`config.mk`:
```
export PLATFORM = sky130hd
export DESIGN_NAME = ram_ctrl_param
export DESIGN_NICKNAME = d
export VERILOG_FILES = /design/src/rtl/ram_ctrl_param.sv
export SDC_FILE = /design/constraint.sdc
export NUM_CORES = 1
export LEC_CHECK = 0
export ABC_AREA = 1
export CAP_MARGIN = 15
export CORE_MARGIN = 2
export CORE_UTILIZATION = 40
export DETAILED_ROUTE_END_ITERATION = 8
export PLACE_DENSITY = 0.58
export SLEW_MARGIN = 20
export SYNTH_ARGS = -nofsm -noshare
export SYNTH_HDL_FRONTEND = slang
export SYNTH_SLANG_ARGS = --single-unit
export TNS_END_PERCENT = 30
```
`constraint.sdc`:
```
create_clock -name sys_clk -period 2.4 [get_ports sys_clk]
set_input_delay 0.72 -clock sys_clk [delete_from_list [all_inputs] [get_ports sys_clk]]
set_output_delay 0.72 -clock sys_clk [all_outputs]
set_load 0.01 [all_outputs]
```
`src/rtl/ram_ctrl_param.sv`:
```
// rtl/ram_ctrl_param.sv - single-port RAM sequencer: pattern fill on write request, paced looping sweep on read request
module ram_ctrl_param #(
    parameter int          DATA_W     = 8,
    parameter int          ADDR_W     = 8,
    parameter int          DEPTH      = 256,
    parameter logic [23:0] CNT_MAX    = 24'd9_999_999,
    parameter int          READ_LOOPS = 0
) (
    input  logic              sys_clk,
    input  logic              sys_rst,
    input  logic              wr_flag,
    input  logic              rd_flag,
    input  logic [1:0]        pat_sel,
    input  logic [DATA_W-1:0] seed,
    output logic              wr_en,
    output logic              rd_en,
    output logic [ADDR_W-1:0] addr,
    output logic [DATA_W-1:0] wr_data,
    output logic              busy,
    output logic              done
);

    localparam int                 LOOP_W    = 16;
    localparam logic [ADDR_W-1:0]  LAST_ADDR = ADDR_W'(DEPTH - 1);
    localparam logic [LOOP_W-1:0]  LOOPS     = LOOP_W'(READ_LOOPS);

    typedef enum logic [1:0] {
        IDLE  = 2'd0,
        WRITE = 2'd1,
        READ  = 2'd2
    } state_t;

    state_t              state_q, state_d;
    logic                wr_en_q, wr_en_d;
    logic                rd_en_q, rd_en_d;
    logic [ADDR_W-1:0]   addr_q, addr_d;
    logic [DATA_W-1:0]   wr_data_q, wr_data_d;
    logic                busy_q, busy_d;
    logic                done_q, done_d;
    logic [23:0]         cnt_q, cnt_d;
    logic [LOOP_W-1:0]   loop_q, loop_d;
    logic [1:0]          pat_q, pat_d;
    logic [DATA_W-1:0]   seed_q, seed_d;
    logic                start_wr, start_rd;
    logic [ADDR_W-1:0]   addr_inc;
    logic [LOOP_W-1:0]   loop_inc;

    // Address is zero-extended or truncated to the word width before use.
    function automatic logic [DATA_W-1:0] pattern(input logic [1:0]        sel,
                                                  input logic [DATA_W-1:0] s,
                                                  input logic [ADDR_W-1:0] a);
        logic [DATA_W-1:0] av;
        av = DATA_W'(a);
        case (sel)
            2'd0:    pattern = av;
            2'd1:    pattern = ~av;
            2'd2:    pattern = s;
            default: pattern = s + av;
        endcase
    endfunction

    always_comb begin
        state_d   = state_q;
        wr_en_d   = 1'b0;
        rd_en_d   = 1'b0;
        addr_d    = '0;
        wr_data_d = '0;
        done_d    = 1'b0;
        cnt_d     = cnt_q;
        loop_d    = loop_q;
        pat_d     = pat_q;
        seed_d    = seed_q;
        start_wr  = 1'b0;
        start_rd  = 1'b0;
        addr_inc  = addr_q + ADDR_W'(1);
        loop_inc  = loop_q + LOOP_W'(1);

        case (state_q)
            IDLE: begin
                if (wr_flag) begin
                    start_wr = 1'b1;
                end else if (rd_flag) begin
                    start_rd = 1'b1;
                end
            end
            WRITE: begin
                if (addr_q == LAST_ADDR) begin
                    state_d = IDLE;
                    done_d  = 1'b1;
                end else begin
                    wr_en_d   = 1'b1;
                    addr_d    = addr_inc;
                    wr_data_d = pattern(pat_q, seed_q, addr_inc);
                end
            end
            READ: begin
                if (wr_flag) begin
                    start_wr = 1'b1;
                end else if (rd_flag) begin
                    start_rd = 1'b1;
                end else begin
                    rd_en_d = 1'b1;
                    addr_d  = addr_q;
                    if (cnt_q == CNT_MAX) begin
                        cnt_d = '0;
                        if (addr_q == LAST_ADDR) begin
                            addr_d = '0;
                            loop_d = loop_inc;
                            // Zero loops means sweep until aborted.
                            if (READ_LOOPS != 0 && loop_inc == LOOPS) begin
                                state_d = IDLE;
                                rd_en_d = 1'b0;
                                done_d  = 1'b1;
                            end
                        end else begin
                            addr_d = addr_inc;
                        end
                    end else begin
                        cnt_d = cnt_q + 24'd1;
                    end
                end
            end
            default: state_d = IDLE;
        endcase

        if (start_wr) begin
            state_d   = WRITE;
            wr_en_d   = 1'b1;
            rd_en_d   = 1'b0;
            addr_d    = '0;
            wr_data_d = pattern(pat_sel, seed, '0);
            pat_d     = pat_sel;
            seed_d    = seed;
        end
        if (start_rd) begin
            state_d = READ;
            rd_en_d = 1'b1;
            addr_d  = '0;
            cnt_d   = '0;
            loop_d  = '0;
        end

        busy_d = (state_d != IDLE);
    end

    always_ff @(posedge sys_clk) begin
        if (sys_rst) begin
            state_q   <= IDLE;
            wr_en_q   <= 1'b0;
            rd_en_q   <= 1'b0;
            addr_q    <= '0;
            wr_data_q <= '0;
            busy_q    <= 1'b0;
            done_q    <= 1'b0;
            cnt_q     <= '0;
            loop_q    <= '0;
            pat_q     <= '0;
            seed_q    <= '0;
        end else begin
            state_q   <= state_d;
            wr_en_q   <= wr_en_d;
            rd_en_q   <= rd_en_d;
            addr_q    <= addr_d;
            wr_data_q <= wr_data_d;
            busy_q    <= busy_d;
            done_q    <= done_d;
            cnt_q     <= cnt_d;
            loop_q    <= loop_d;
            pat_q     <= pat_d;
            seed_q    <= seed_d;
        end
    end

    assign wr_en   = wr_en_q;
    assign rd_en   = rd_en_q;
    assign addr    = addr_q;
    assign wr_data = wr_data_q;
    assign busy    = busy_q;
    assign done    = done_q;

endmodule

```
==> results.cfg, run 1 <==
[worst_setup_path]
critPathCaptureType = register
r2r_cells = 14
critical_path_arrival_ps = 2510
worstPathMaxFanout = 4
start_kind = register
reg2reg_slack_ps = 140
r2r-start = addr[0]
r2r-end = wr_data[6]
critPathKind = register to register
cp.required_ps = 2650

[placement]
io_buffers = 33
place_hpwl_um = 7130
placed_cells = 660
place_ws_ps = 63.1
gp_congestion = 0.840

[floorplanning]
die-area_sq_mm = 0.00940
core_area_sq_mm = 0.00830
die_w_um = 97.0
start_util_pct = 41.7
die_y_um = 97.0
num_rows = 33
io_pins = 34

[route]
route.detailed.drc = 0
drt-pass1-iter-count = 5
wirelength_um = 9520
detail_route.wl_per_cell_um = 14.2
drt_iter0_markers = 187
ant_nets = 0
routed-via-count = 3488
via_per_inst = 5.22

[yosys]
synth_edf_count = 0
ys_warn_count = 0
synth_area_leaders = dfxtp_1, nand2_1, a21oi_1
synthCells = 518
yosysSeqAreaShare_pct = 32.4
ys_ff_latch = 56
synth.top_cell.area_share_pct = 32.4
yosysTopAreaCell = dfxtp_1
syn_area_sq_mm = 0.00346
yosysUniqueCellTypes = 39
postSynthNetCount = 547
postSynth.asyncResetShare_pct = 0
synth-main-ff-cell = dfxtp_1
avgSynthCellArea_sq_um = 6.67

[clock_tree]
cts_tree = yes
cts.sinks = 56
htreeDepth = 2
clkTransAtPathRegs_ps = 100
cts-buffers-inserted = 5
postCtsSetupBuffers = 0
root_buffer = clkbuf_8
hold_buffers = 0
clockBufferDepth = 2
insertion_delay_ps = 320
post_cts_resized = 0

[sta]
rsz0062_at_grt = true
clock_skew_ps = 15.1
fmax_ghz = 0.443
tightest_slew_ps = 524
slew_headroom_pct = 65.0
fin_crit_ps = 2260
tns_ps = 0
final-hold-violation-count = 0
setup_viol = 0
drv_slew = 0
fin_crit_sh_pct = 94.0
setup_ws_ps = 143

[cells_and_area]
multi_input_area_sq_mm = 0.00210
diodes = 0
layout.cells.non_filler = 668
drive_gt1_share_pct = 12.1
seqCellArea_sq_mm = 0.00112
layout_commonest_cell = nand2_1
fillers = 868
syn2layout_area_growth_pct = 19.3
fin_util_pct = 49.7
layout_common_cells = nand2_1, a21oi_1, dfxtp_1
nets = 591

[global_route]
grt_max_degree = 22
grt_pass1_vias = 3243
grt_pass1_wl_um = 16100
grt_usage_pct = 20.7
antenna_found_initial = 0
grt_overflow = 0

[pwr]
pwr_density_cell_mw_per_mm2 = 440
ir_drop_mv = 0.245
power_mw = 1.82
leakage_nw = 1.55

[flow_run]
cap_violations = 0

[worst_hold_path]
min_path_cells = 2
hold_path.startpoint = seed_q[3]
hp-class = register to register
whs_endpoint = seed_q[3]

[outcome]
status = completed
==> power breakdown <==
| part | internal, mW | switching (mW) |
|---|---|---|
| logic | 0.123 | 0.168 |
| registers | 0.962 | 0.0315 |
| clock network | 0.209 | 0.322 |
==> sequential cells by signal, summed over array words and instances (netlist names), 2 cells and up <==
| name | flops |
|---|---|
| addr | 8 |
| cnt_q | 24 |
| pat_q | 2 |
| seed_q | 8 |
| state_q | 2 |
| wr_data | 8 |
==> metrics by stage <==
step | hold slack (ps) | area, sq um
floorplan | 454 | 3460
global placement | 477 | 3980
detailed placement | 478 | 3980
CTS | 496 | 4070
global route | 522 | 4120
finish | 498 | 4120
==> worst max-delay path by stage <==
stage	startpoint	end	depth (start not counted)
2_1_floorplan	addr[0]	wr_data[6]	14
3_3_place_gp	addr[0]	wr_data[6]	14
3_5_place_dp	addr[0]	wr_data[6]	14
4_1_cts	addr[0]	wr_data[6]	14
5_1_grt	addr[0]	wr_data[6]	14
6_report	addr[0]	wr_data[6]	14
==> cell families after synthesis <==
family	share of synthesized area, %
and+or+nand+nor	35.0
AOI/OAI and AO/OA	16.0
buffers and inverters	8.47
DFF	32.4
adders and majority gates	5.65
xor gates and xnor gates	2.53
==> synth_stat cells (all sizes together), types with 3 or more instances <==
cell type    n
a21oi       65
buf          7
clkbuf       7
dfxtp       56
ha          14
inv         57
nand2      139
nand3       48
nand4        8
nor2        51
nor3        14
o21ai       20
o21bai       5
or2          4
xnor2        3
xor2         7
==> critical path, stage by stage, from the launching register on <==
cell and delay (ps):
dfxtp_1 320, ha_1 220, nand2_2 120, nor2_1 40, or2_2 270, nand2_2 80
inv_2 60, ha_4 280, nand2_1 60, or2_2 300, nand3_1 70, nand2_1 50
nand3_1 60, nand3_1 100, a21oi_2 140
==> metal layers <==
metal | GRT usage [%] | vias to the layer above | part of all wire, %
met5 | 0 | - | 0
met4 | 5.42 | 0 | 0.82
met3 | 3.18 | 8 | 5.9
met2 | 29.0 | 110 | 40
met1 | 32.7 | 1582 | 54
li1 | - | 1788 | -
==> area by class of cell <==
class / count / share of cell area (%)
Multi-Input combinational cell: 390 / 50.9
Clock buffer: 6 / 1.76
Sequential cell: 56 / 27.2
Clock inverter: 2 / 0.334
Inverter: 58 / 5.31
Timing Repair Buffer: 51 / 11.3
Tap cell: 105 / 3.19
No activity file was read; power rests on OpenSTA's default activity.
==> run 2, diff against run 1 <==
--- a/config.mk
+++ b/config.mk
@@ -5,12 +5,12 @@
 export SDC_FILE = /design/constraint.sdc
 export NUM_CORES = 1
 export LEC_CHECK = 0
-export ABC_AREA = 1
+export ABC_AREA = 0
 export CAP_MARGIN = 15
 export CORE_MARGIN = 2
 export CORE_UTILIZATION = 40
 export DETAILED_ROUTE_END_ITERATION = 8
-export PLACE_DENSITY = 0.58
+export PLACE_DENSITY = 0.59
 export SLEW_MARGIN = 20
 export SYNTH_ARGS = -nofsm -noshare
 export SYNTH_HDL_FRONTEND = slang
==> run 2 against run 1 <==
Effect of this change:
- hold slack worse by 12 ps
- synthesized cell count is 19% lower
- critical endpoint is now wr_data[4]
- non-clock buffer count is 44 higher
- via count is 6.4% lower
- routed wire length is 6.2% lower
- flip-flop and latch count stayed put
- combinational power is 24% higher
- core utilization is 4.2 points higher
- sequential share of layout area is 1.3 points lower
- worst setup slack worse by 26 ps
==> results.cfg, run 2 <==
[route]
route.detailed.drc = 0
detail_route.wl_per_cell_um = 14.7
ant_nets = 0
via_per_inst = 5.37
wirelength_um = 8930
drt_iter0_markers = 144
routed-via-count = 3264
drt-pass1-iter-count = 5

[sta]
slew_headroom_pct = 55.9
tightest_slew_ps = 660
clock_skew_ps = 11.2
fmax_ghz = 0.438
drv_slew = 0
fin_crit_ps = 2280
tns_ps = 0
fin_crit_sh_pct = 95.1
rsz0062_at_grt = true
setup_viol = 0
final-hold-violation-count = 0

[yosys]
yosysTopAreaCell = dfxtp_1
avgSynthCellArea_sq_um = 7.77
synthTopCellsByCount = nand2_1, a21oi_1, dfxtp_1
ys_ff_latch = 56
synthCells = 422
yosysSeqAreaShare_pct = 34.2
synth-main-ff-cell = dfxtp_1
postSynthNetCount = 451
syn_area_sq_mm = 0.00328
postSynth.asyncResetShare_pct = 0
ys_warn_count = 0
synth.top_cell.area_share_pct = 34.2
synth_edf_count = 0
synth_area_leaders = dfxtp_1, a21oi_1, nand2_1
synth.most_common_cell = nand2_1
yosysUniqueCellTypes = 62

[worst_setup_path]
crit_buf_inv = 1
path_delay_family = simple AND/OR/NAND/NOR gates
slowest_stage = dfxtp_4
critical_path_arrival_ps = 2480
r2r-end = wr_data[4]
critPathCaptureType = register
path_common_cell = ha_4
crit_chain = ha_4 -> buf_4 -> xor2_2 -> ha_4 -> nor2b_1 -> o21a_1 -> or3_1 -> and3_1 -> o221ai_1 -> a21oi_1
r2r_cells = 10
critPathKind = register to register
reg2reg_slack_ps = 120
max_stage_delay_ps = 380
r2r-start = addr[1]
worstPathMaxFanout = 4
cp.required_ps = 2600
start_kind = register

[pwr]
clkPwrFrac_pct = 27.0
combPwrFrac_pct = 19.5
swShare_pct = 28.2
power_mw = 1.86
pwr_density_cell_mw_per_mm2 = 426
ir_drop_mv = 0.251
p_switching_mw = 0.524
p_seq_share_pct = 53.5
p_int_mw = 1.33
leakage_nw = 1.59

[placement]
place_area_sq_mm = 0.00406
io_buffers = 33
gp_congestion = 0.915
place_hpwl_um = 6620

[clock_tree]
cts-buffers-inserted = 5
hold_buffers = 0
clkTransAtPathRegs_ps = 100
root_buffer = clkbuf_8
cts.sinks = 56
htreeDepth = 2
clockBufferDepth = 2
cts_tree = yes
insertion_delay_ps = 310

[cells_and_area]
largest_reg_flops = 24
largest_register = cnt_q
diodes = 0
fin_util_pct = 53.9
layout_commonest_cell = buf_4
syn2layout_area_growth_pct = 33.1
layout_common_cells = buf_4, nand2_1, a21oi_1
drive_gt1_share_pct = 21.9
fillers = 790
nets = 532
finish.instance_area_sq_mm = 0.00436

[global_route]
grt_pass1_vias = 3255
grt_pass1_wl_um = 15300
grt_max_degree = 25
grt_overflow = 0
antenna_found_initial = 0
grt_usage_pct = 21.4

[worst_hold_path]
hp-class = register to register
whs_endpoint = seed_q[3]
hold_path.startpoint = seed_q[3]
min_path_cells = 2

[floorplanning]
num_rows = 33
io_pins = 34
die_y_um = 94.5
core_area_sq_mm = 0.00809
die-area_sq_mm = 0.00894
start_util_pct = 40.5
die_w_um = 94.5

[flow_run]
cap_violations = 0

[outcome]
status = completed
[run 2: changes by cell type after synthesis, moves of 6 or more]
cell,previous run,this run
a21oi_1,65,58
a31oi_1,0,6
and2_1,0,7
clkbuf_1,7,14
inv_1,50,10
inv_2,7,0
nand2_1,136,61
nand3_1,43,11
nor2_1,46,36
nor2b_1,0,9
o21ai_0,12,27
o21ai_1,7,1
[run 2: cell families (layout without fill, tap and decap cells)]
family,Yosys count,count (layout),synth area share [%]
buffers and inverters,31,112,3.82
muxes,8,8,2.60
DFF,56,56,34.2
xor gates and xnor gates,12,12,3.21
adders and majority gates,15,15,5.95
and+or+nand+nor,179,179,28.5
AOI/OAI and AO/OA,121,121,21.7
[run 2: layout make-up]
class | instances | area [sq um] | share of cell area (%)
clock inverters | 2 | 12.5 | 0.287
clock buffers | 5 | 68.8 | 1.58
multi-input cells | 335 | 2190 | 50.1
flip-flops and latches | 56 | 1130 | 25.9
inverters | 10 | 37.5 | 0.861
repair buffers | 95 | 796 | 18.2
well taps | 105 | 131 | 3.01
[run 2: power by group through the flow]
stage | logic [mW] | clock network [mW] | registers (mW)
floorplan | 0.197 | 0 | 1.01
global placement | 0.347 | 0 | 1.01
detailed placement | 0.351 | 0 | 1.02
CTS | 0.357 | 0.530 | 0.993
global route | 0.406 | 0.560 | 1.00
finish | 0.362 | 0.502 | 0.994
[run 2: what timing repair did]
item / in CTS / in global routing
gates cloned: 0 / 0
resized for setup: 11 / 18
endpoints found under the setup margin: 1 / 6
setup buffers: 8 / 0
pin swaps: 7 / 6
[run 2: worst reg2reg max path: stages, from the launching register on]
cell and delay, ps:
dfxtp_4 380, ha_4 170, buf_4 140, xor2_2 190, ha_4 240, nor2b_1 130
o21a_1 170, or3_1 290, and3_1 180, o221ai_1 190, a21oi_1 100
[run 2: through the flow]
step | instances | hold slack [ps] | setup WS [ps]
global placement | 593 | 461 | -51.9
global route | 608 | 511 | -42.1
CTS | 608 | 484 | 11.3
floorplan | 422 | 448 | 2.66
detailed placement | 593 | 473 | -114
finish | 608 | 486 | 117
[run 2: worst max path at each step]
stage            start         end  slack, ps  cells past startpoint
6_report       addr[1]  wr_data[4]        120                     10
3_3_place_gp   wr_flag   cnt_q[17]        -50                      5
5_1_grt        addr[1]  wr_data[7]        -40                     10
3_5_place_dp   wr_flag   cnt_q[17]       -110                      5
4_1_cts        addr[1]  wr_data[6]         10                     10
2_1_floorplan  addr[0]  wr_data[7]          3                     10
[run 2: layer usage]
layer | up-vias | part of all wire [%] | track usage (%) | routed length (um)
met5 | - | 0 | 0 | 0
met1 | 1535 | 46 | 26.4 | 4070
met3 | 10 | 2.5 | 2.95 | 222
li1 | 1672 | - | - | -
met4 | 0 | 1.2 | 5.56 | 106
met2 | 47 | 51 | 39.0 | 4530
